$ cat src/rtl/fifo_pop_stage_if.sv
// Handshake bundle between the FIFO head, the pop stage and the downstream consumer.
// The master view belongs to the pop stage; the slave view is the surrounding environment.
interface fifo_pop_stage_if #(
    parameter int WIDTH = 8
);
    logic             fifo_empty;
    logic [WIDTH-1:0] fifo_data;
    logic             fifo_pop;
    logic             flush;
    logic             out_valid;
    logic             out_ready;
    logic [WIDTH-1:0] out_data;
    logic [1:0]       occupancy;
    logic [15:0]      xfer_count;

    modport master (
        input  fifo_empty, fifo_data, flush, out_ready,
        output fifo_pop, out_valid, out_data, occupancy, xfer_count
    );

    modport slave (
        output fifo_empty, fifo_data, flush, out_ready,
        input  fifo_pop, out_valid, out_data, occupancy, xfer_count
    );
endinterface

$ cat src/rtl/fifo_pop_stage.sv
// Drain stage: pops a show-ahead FIFO into a two-entry registered skid buffer and
// presents the head on a valid/ready stream, with flush and a handshake counter.
module fifo_pop_stage #(
    parameter int WIDTH = 8
) (
    input  logic                   clk,
    input  logic                   rst,
    fifo_pop_stage_if.master       bus
);
    localparam int DEPTH = 2;

    logic [DEPTH-1:0][WIDTH-1:0] slot_reg;
    logic [DEPTH-1:0][WIDTH-1:0] shift_src;
    logic [1:0]                  occ_reg;
    logic [1:0]                  occ_next;
    logic [1:0]                  wr_idx;
    logic [15:0]                 xfer_reg;
    logic [15:0]                 xfer_next;
    logic                        deq;
    logic                        pop;
    logic                        shift;

    always_comb begin
        deq       = (occ_reg != 2'd0) && bus.out_ready;
        // A full buffer may only pop when the head leaves in the same cycle.
        pop       = !rst && !bus.flush && !bus.fifo_empty &&
                    ((occ_reg < 2'd2) || bus.out_ready);
        shift     = deq && (occ_reg == 2'd2);
        wr_idx    = occ_reg - {1'b0, deq};
        occ_next  = bus.flush ? 2'd0 : (occ_reg + {1'b0, pop} - {1'b0, deq});
        xfer_next = xfer_reg + {15'd0, deq};
    end

    genvar gi;
    generate
        for (gi = 0; gi < DEPTH; gi++) begin : g_slot
            if (gi < DEPTH - 1) begin : g_shift
                assign shift_src[gi] = slot_reg[gi+1];
            end else begin : g_last
                assign shift_src[gi] = slot_reg[gi];
            end

            // Incoming word lands at the first free index after this cycle's dequeue.
            always_ff @(posedge clk) begin
                if (rst) begin
                    slot_reg[gi] <= '0;
                end else if (pop && (wr_idx == 2'(gi))) begin
                    slot_reg[gi] <= bus.fifo_data;
                end else if (shift) begin
                    slot_reg[gi] <= shift_src[gi];
                end
            end
        end
    endgenerate

    always_ff @(posedge clk) begin
        if (rst) begin
            occ_reg  <= 2'd0;
            xfer_reg <= 16'd0;
        end else begin
            occ_reg  <= occ_next;
            xfer_reg <= xfer_next;
        end
    end

    assign bus.fifo_pop   = pop;
    assign bus.out_valid  = (occ_reg != 2'd0);
    assign bus.out_data   = slot_reg[0];
    assign bus.occupancy  = occ_reg;
    assign bus.xfer_count = xfer_reg;
endmodule
$ cat src/flat_wrapper.sv
// flat-port wrapper written by rule: the top's interface ports become plain ports
module fifo_pop_stage_flat 
#(
    parameter int WIDTH = 8
)
  (clk, rst, bus_fifo_empty, bus_fifo_data, bus_flush, bus_out_ready, bus_fifo_pop, bus_out_valid, bus_out_data, bus_occupancy, bus_xfer_count);
  fifo_pop_stage_if #(.WIDTH(WIDTH)) bus_i ();
  input  logic clk;
  input  logic rst;
  input wire logic [$bits(bus_i.fifo_empty)-1:0] bus_fifo_empty;
  input wire logic [$bits(bus_i.fifo_data)-1:0] bus_fifo_data;
  input wire logic [$bits(bus_i.flush)-1:0] bus_flush;
  input wire logic [$bits(bus_i.out_ready)-1:0] bus_out_ready;
  output wire logic [$bits(bus_i.fifo_pop)-1:0] bus_fifo_pop;
  output wire logic [$bits(bus_i.out_valid)-1:0] bus_out_valid;
  output wire logic [$bits(bus_i.out_data)-1:0] bus_out_data;
  output wire logic [$bits(bus_i.occupancy)-1:0] bus_occupancy;
  output wire logic [$bits(bus_i.xfer_count)-1:0] bus_xfer_count;
  assign bus_i.fifo_empty = bus_fifo_empty;
  assign bus_i.fifo_data = bus_fifo_data;
  assign bus_i.flush = bus_flush;
  assign bus_i.out_ready = bus_out_ready;
  assign bus_fifo_pop = bus_i.fifo_pop;
  assign bus_out_valid = bus_i.out_valid;
  assign bus_out_data = bus_i.out_data;
  assign bus_occupancy = bus_i.occupancy;
  assign bus_xfer_count = bus_i.xfer_count;
  fifo_pop_stage #(.WIDTH(WIDTH)) u_core (.clk(clk), .rst(rst), .bus(bus_i));
endmodule
$ cat config.mk
export PLATFORM = sky130hd
export DESIGN_NAME = fifo_pop_stage_flat
export DESIGN_NICKNAME = d
export VERILOG_FILES = /design/src/rtl/fifo_pop_stage_if.sv /design/src/rtl/fifo_pop_stage.sv /design/src/flat_wrapper.sv
export SDC_FILE = /design/constraint.sdc
export NUM_CORES = 1
export LEC_CHECK = 0
export ABC_AREA = 0
export CORE_ASPECT_RATIO = 2
export CORE_UTILIZATION = 51
export DETAILED_ROUTE_END_ITERATION = 8
export PLACE_DENSITY_LB_ADDON = 0.12
export SYNTH_ARGS = -nofsm -noshare
export SYNTH_HDL_FRONTEND = slang
export SYNTH_SLANG_ARGS = --single-unit
$ cat constraint.sdc
create_clock -name clk -period 3 [get_ports clk]
set_input_delay 0.3 -clock clk [delete_from_list [all_inputs] [get_ports clk]]
set_output_delay 0.3 -clock clk [all_outputs]
set_load 0.1 [all_outputs]
==> out/metrics.yaml <==
outcome: "finished, final reports clean"
cts_tree: "built"
grt_max_degree: 36
period_share: 0.746
peakVddDrop_v: 0.000394
hold_violations: 0
p_leak_nw: 0.929
gr-usage-all-layers: 0.250
synth_cell_types: 33
synth-seq-cells: 34
gp_congestion: 0.701
post-route-min-period_ns: 2.24
multiInputGateArea_sq_um: 825
clk_latency_ns: 0.29
crit_type: "primary input to flip-flop"
crit_family: "simple AND/OR/NAND/NOR gates"
maxSlewHeadroom: 0.354
synth_top_area_frac: 0.434
core-area_sq_um: 2940
slew_violations: 0
fill_cells: 259
clock.fmax_mhz: 447
die_area_sq_um: 3310
fp.dieH_microns: 80.4
mostFrequentLayoutCell: "dfxtp_1"
regArea_sq_um: 681
switching_share: 0.270
htree_levels: 2
hold_ws_ns: 0.503
clkSlewWorstSetupHoldPaths_ns: 0.06
grt_overflow: 0
synth.area.top_cells: "dfxtp_1 43%, mux2i_1 10%, nor2_1 6.7%, a211oi_2 6.4%, xor2_1 3.9%"
syn_area_sq_um: 1570
critPathSlowestCell: "clkdlybuf4s50_1"
cts_resized: 0
path_cells: "clkdlybuf4s50_1 > or3_4 > or2_2 > ha_1 > inv_1 > ha_1 > xor2_1 > xnor2_1 > nor3_1"
yosysTopAreaCell: "dfxtp_1"
postRouteAntennaNets: 0
syn_avg_cell_area_sq_um: 9.80
first_iter_violations: 18
share_seq_of_total_power: 0.493
power.density_nw_per_um2: 463
diodes: 0
p_int_uw: 684
num_rows: 28
critPathArrivalTime_ns: 2.39
cts_setup_buffers: 0
holdCritPathClass: "flip-flop to flip-flop"
io-pin-count: 41
synth_nets: 177
synth_top_family_by_area: "simple AND/OR/NAND/NOR gates"
place.port_buffers: 40
dp_hpwl_microns: 2750
vias: 1318
start_util: 0.533
finalSetupViolCount: 0
post_drt_wl_per_cell_microns: 15.3
grt_pass1_vias: 1331
synth_fa_ha_area_frac: 0.0319
tightest_slew_ns: 0.966
crit_path_start_kind: "primary input"
synthXorXnorAreaFrac: 0.0670
comb_power_share: 0.135
finalSetupTns_ns: 0
clockBufferDepth: 2
yosys.area_share.simple: 0.209
final_cell_mix: "34 x dfxtp_1, 28 x nor2_1, 22 x buf_4"
cts_made_buffers: 5
synth_seq_area_share: 0.434
cts.sinks: 34
muxShareOfSynthArea: 0.109
power.switching_uw: 253
synth-compound-area-share: 0.109
worstPathBufferInverterCount: 2
syn_inst: 160
cp_common_cell: "ha_1"
drtPass1Iterations: 2
skew_ns: 0.00915
fin_nets: 218
avgViaCountPerCell: 5.68
final_layout_size_suffix_gt1_frac: 0.218
routed_wl_microns: 3540
die_x_microns: 41.2
p_clk_frac: 0.371
maxCapViolations: 0
max_stage_delay_ns: 0.45
root_buffer: "clkbuf_8"
drc: 0
grt_pass1_wl_microns: 5590
postCtsHoldBufs: 0
cp-end-kind: "flip-flop"
crit_required_ns: 3.15
syn_to_final_growth_pct: 29.1
yosysWarnings: 0
antenna_found_initial: 0
rsz0062_at_grt: "false"
critPathMaxFanout: 3
==> metrics by stage <==
step | worst slack (ns) | power, mW | cell area (sq um) | util | cells
2_1_floorplan | 0.240 | 0.562 | 1570 | - | 160
3_3_place_gp | 0.608 | 0.597 | 1930 | 0.657 | 224
3_5_place_dp | 0.445 | 0.600 | 1930 | 0.657 | 224
4_1_cts | 0.745 | 0.946 | 2020 | 0.688 | 232
5_1_grt | 0.683 | 0.977 | 2020 | 0.688 | 232
6_report | 0.761 | 0.938 | 2020 | 0.688 | 232
==> sequential cells by signal, indices dropped and copies added (netlist names) <==
signal and flops:
u_core.bus.xfer_count 16, u_core.bus.occupancy 2, u_core.shift_src 8, u_core.bus.out_data 8
==> path summary, 6_finish.rpt <==
path / start / endpoint / slack [ns] / cells past startpoint
worst max-delay path: bus_flush / u_core.bus.occupancy[1] / 0.76 / 9
worst min register to register: u_core.shift_src[0] / u_core.shift_src[0] / 0.50 / 2
worst max register to register: u_core.bus.occupancy[1] / u_core.bus.occupancy[1] / 1.01 / 8
worst min-delay path: u_core.shift_src[0] / u_core.shift_src[0] / 0.50 / 2
==> Yosys cell counts <==
library cell and number:
a211o_1 1, a211o_4 1, a211oi_2 8, a21oi_1 3, a31o_2 1, and2_1 2, and3_1 2, and4_1 1
buf_2 2, buf_6 2, clkbuf_1 4, dfxtp_1 34, ha_1 4, inv_1 4, mux2_2 1, mux2i_1 16
nand2_1 2, nand3_1 6, nand3b_1 1, nand4_1 7, nor2_1 28, nor2b_1 4, nor3_1 2, nor3b_1 1
nor4_1 2, o211a_1 1, o21ai_0 2, or2_2 2, or3_1 2, or3_4 1, or3b_1 1, xnor2_1 5
xor2_1 7
==> power by group through the flow <==
stage / Combinational [mW] / Sequential [mW] / Clock, mW
finish: 0.127 / 0.463 / 0.348
global route: 0.133 / 0.464 / 0.380
CTS: 0.128 / 0.463 / 0.356
detailed placement: 0.127 / 0.473 / 0
global placement: 0.125 / 0.473 / 0
floorplan: 0.0410 / 0.521 / 0
==> cell type report <==
cell class	count	share of cell area
clock buffers	7	0.0426
inverters	4	0.00742
flip-flops and latches	34	0.336
clock inverters	1	0.00247
repair buffers	42	0.185
multi-input cells	114	0.407
well taps	30	0.0185
==> per-layer routing <==
| metal | global-route usage | vias up | wire [microns] |
|---|---|---|---|
| li1 | - | 640 | - |
| met1 | 0.204 | 623 | 1100 |
| met2 | 0.448 | 38 | 2110 |
| met3 | 0.0691 | 17 | 137 |
| met4 | 0.174 | 0 | 183 |
| met5 | 0 | - | 0 |
==> worst reg2reg max path: stages, from the launching register on <==
cell	delay [ns]
dfxtp_1	0.39
or2_2	0.35
and2_1	0.20
ha_1	0.29
inv_1	0.04
ha_1	0.18
xor2_1	0.18
xnor2_1	0.16
nor3_1	0.07
==> cells by family (layout without fill, tap and decap cells) <==
logic type | count (synthesis) | after routing
simple gates | 64 | 64
compound gates | 17 | 17
buf+inv | 12 | 54
fa+ha+maj | 4 | 4
mux | 17 | 17
xor+xnor | 12 | 12
flops | 34 | 34
(Power assumes the default switching activity.)
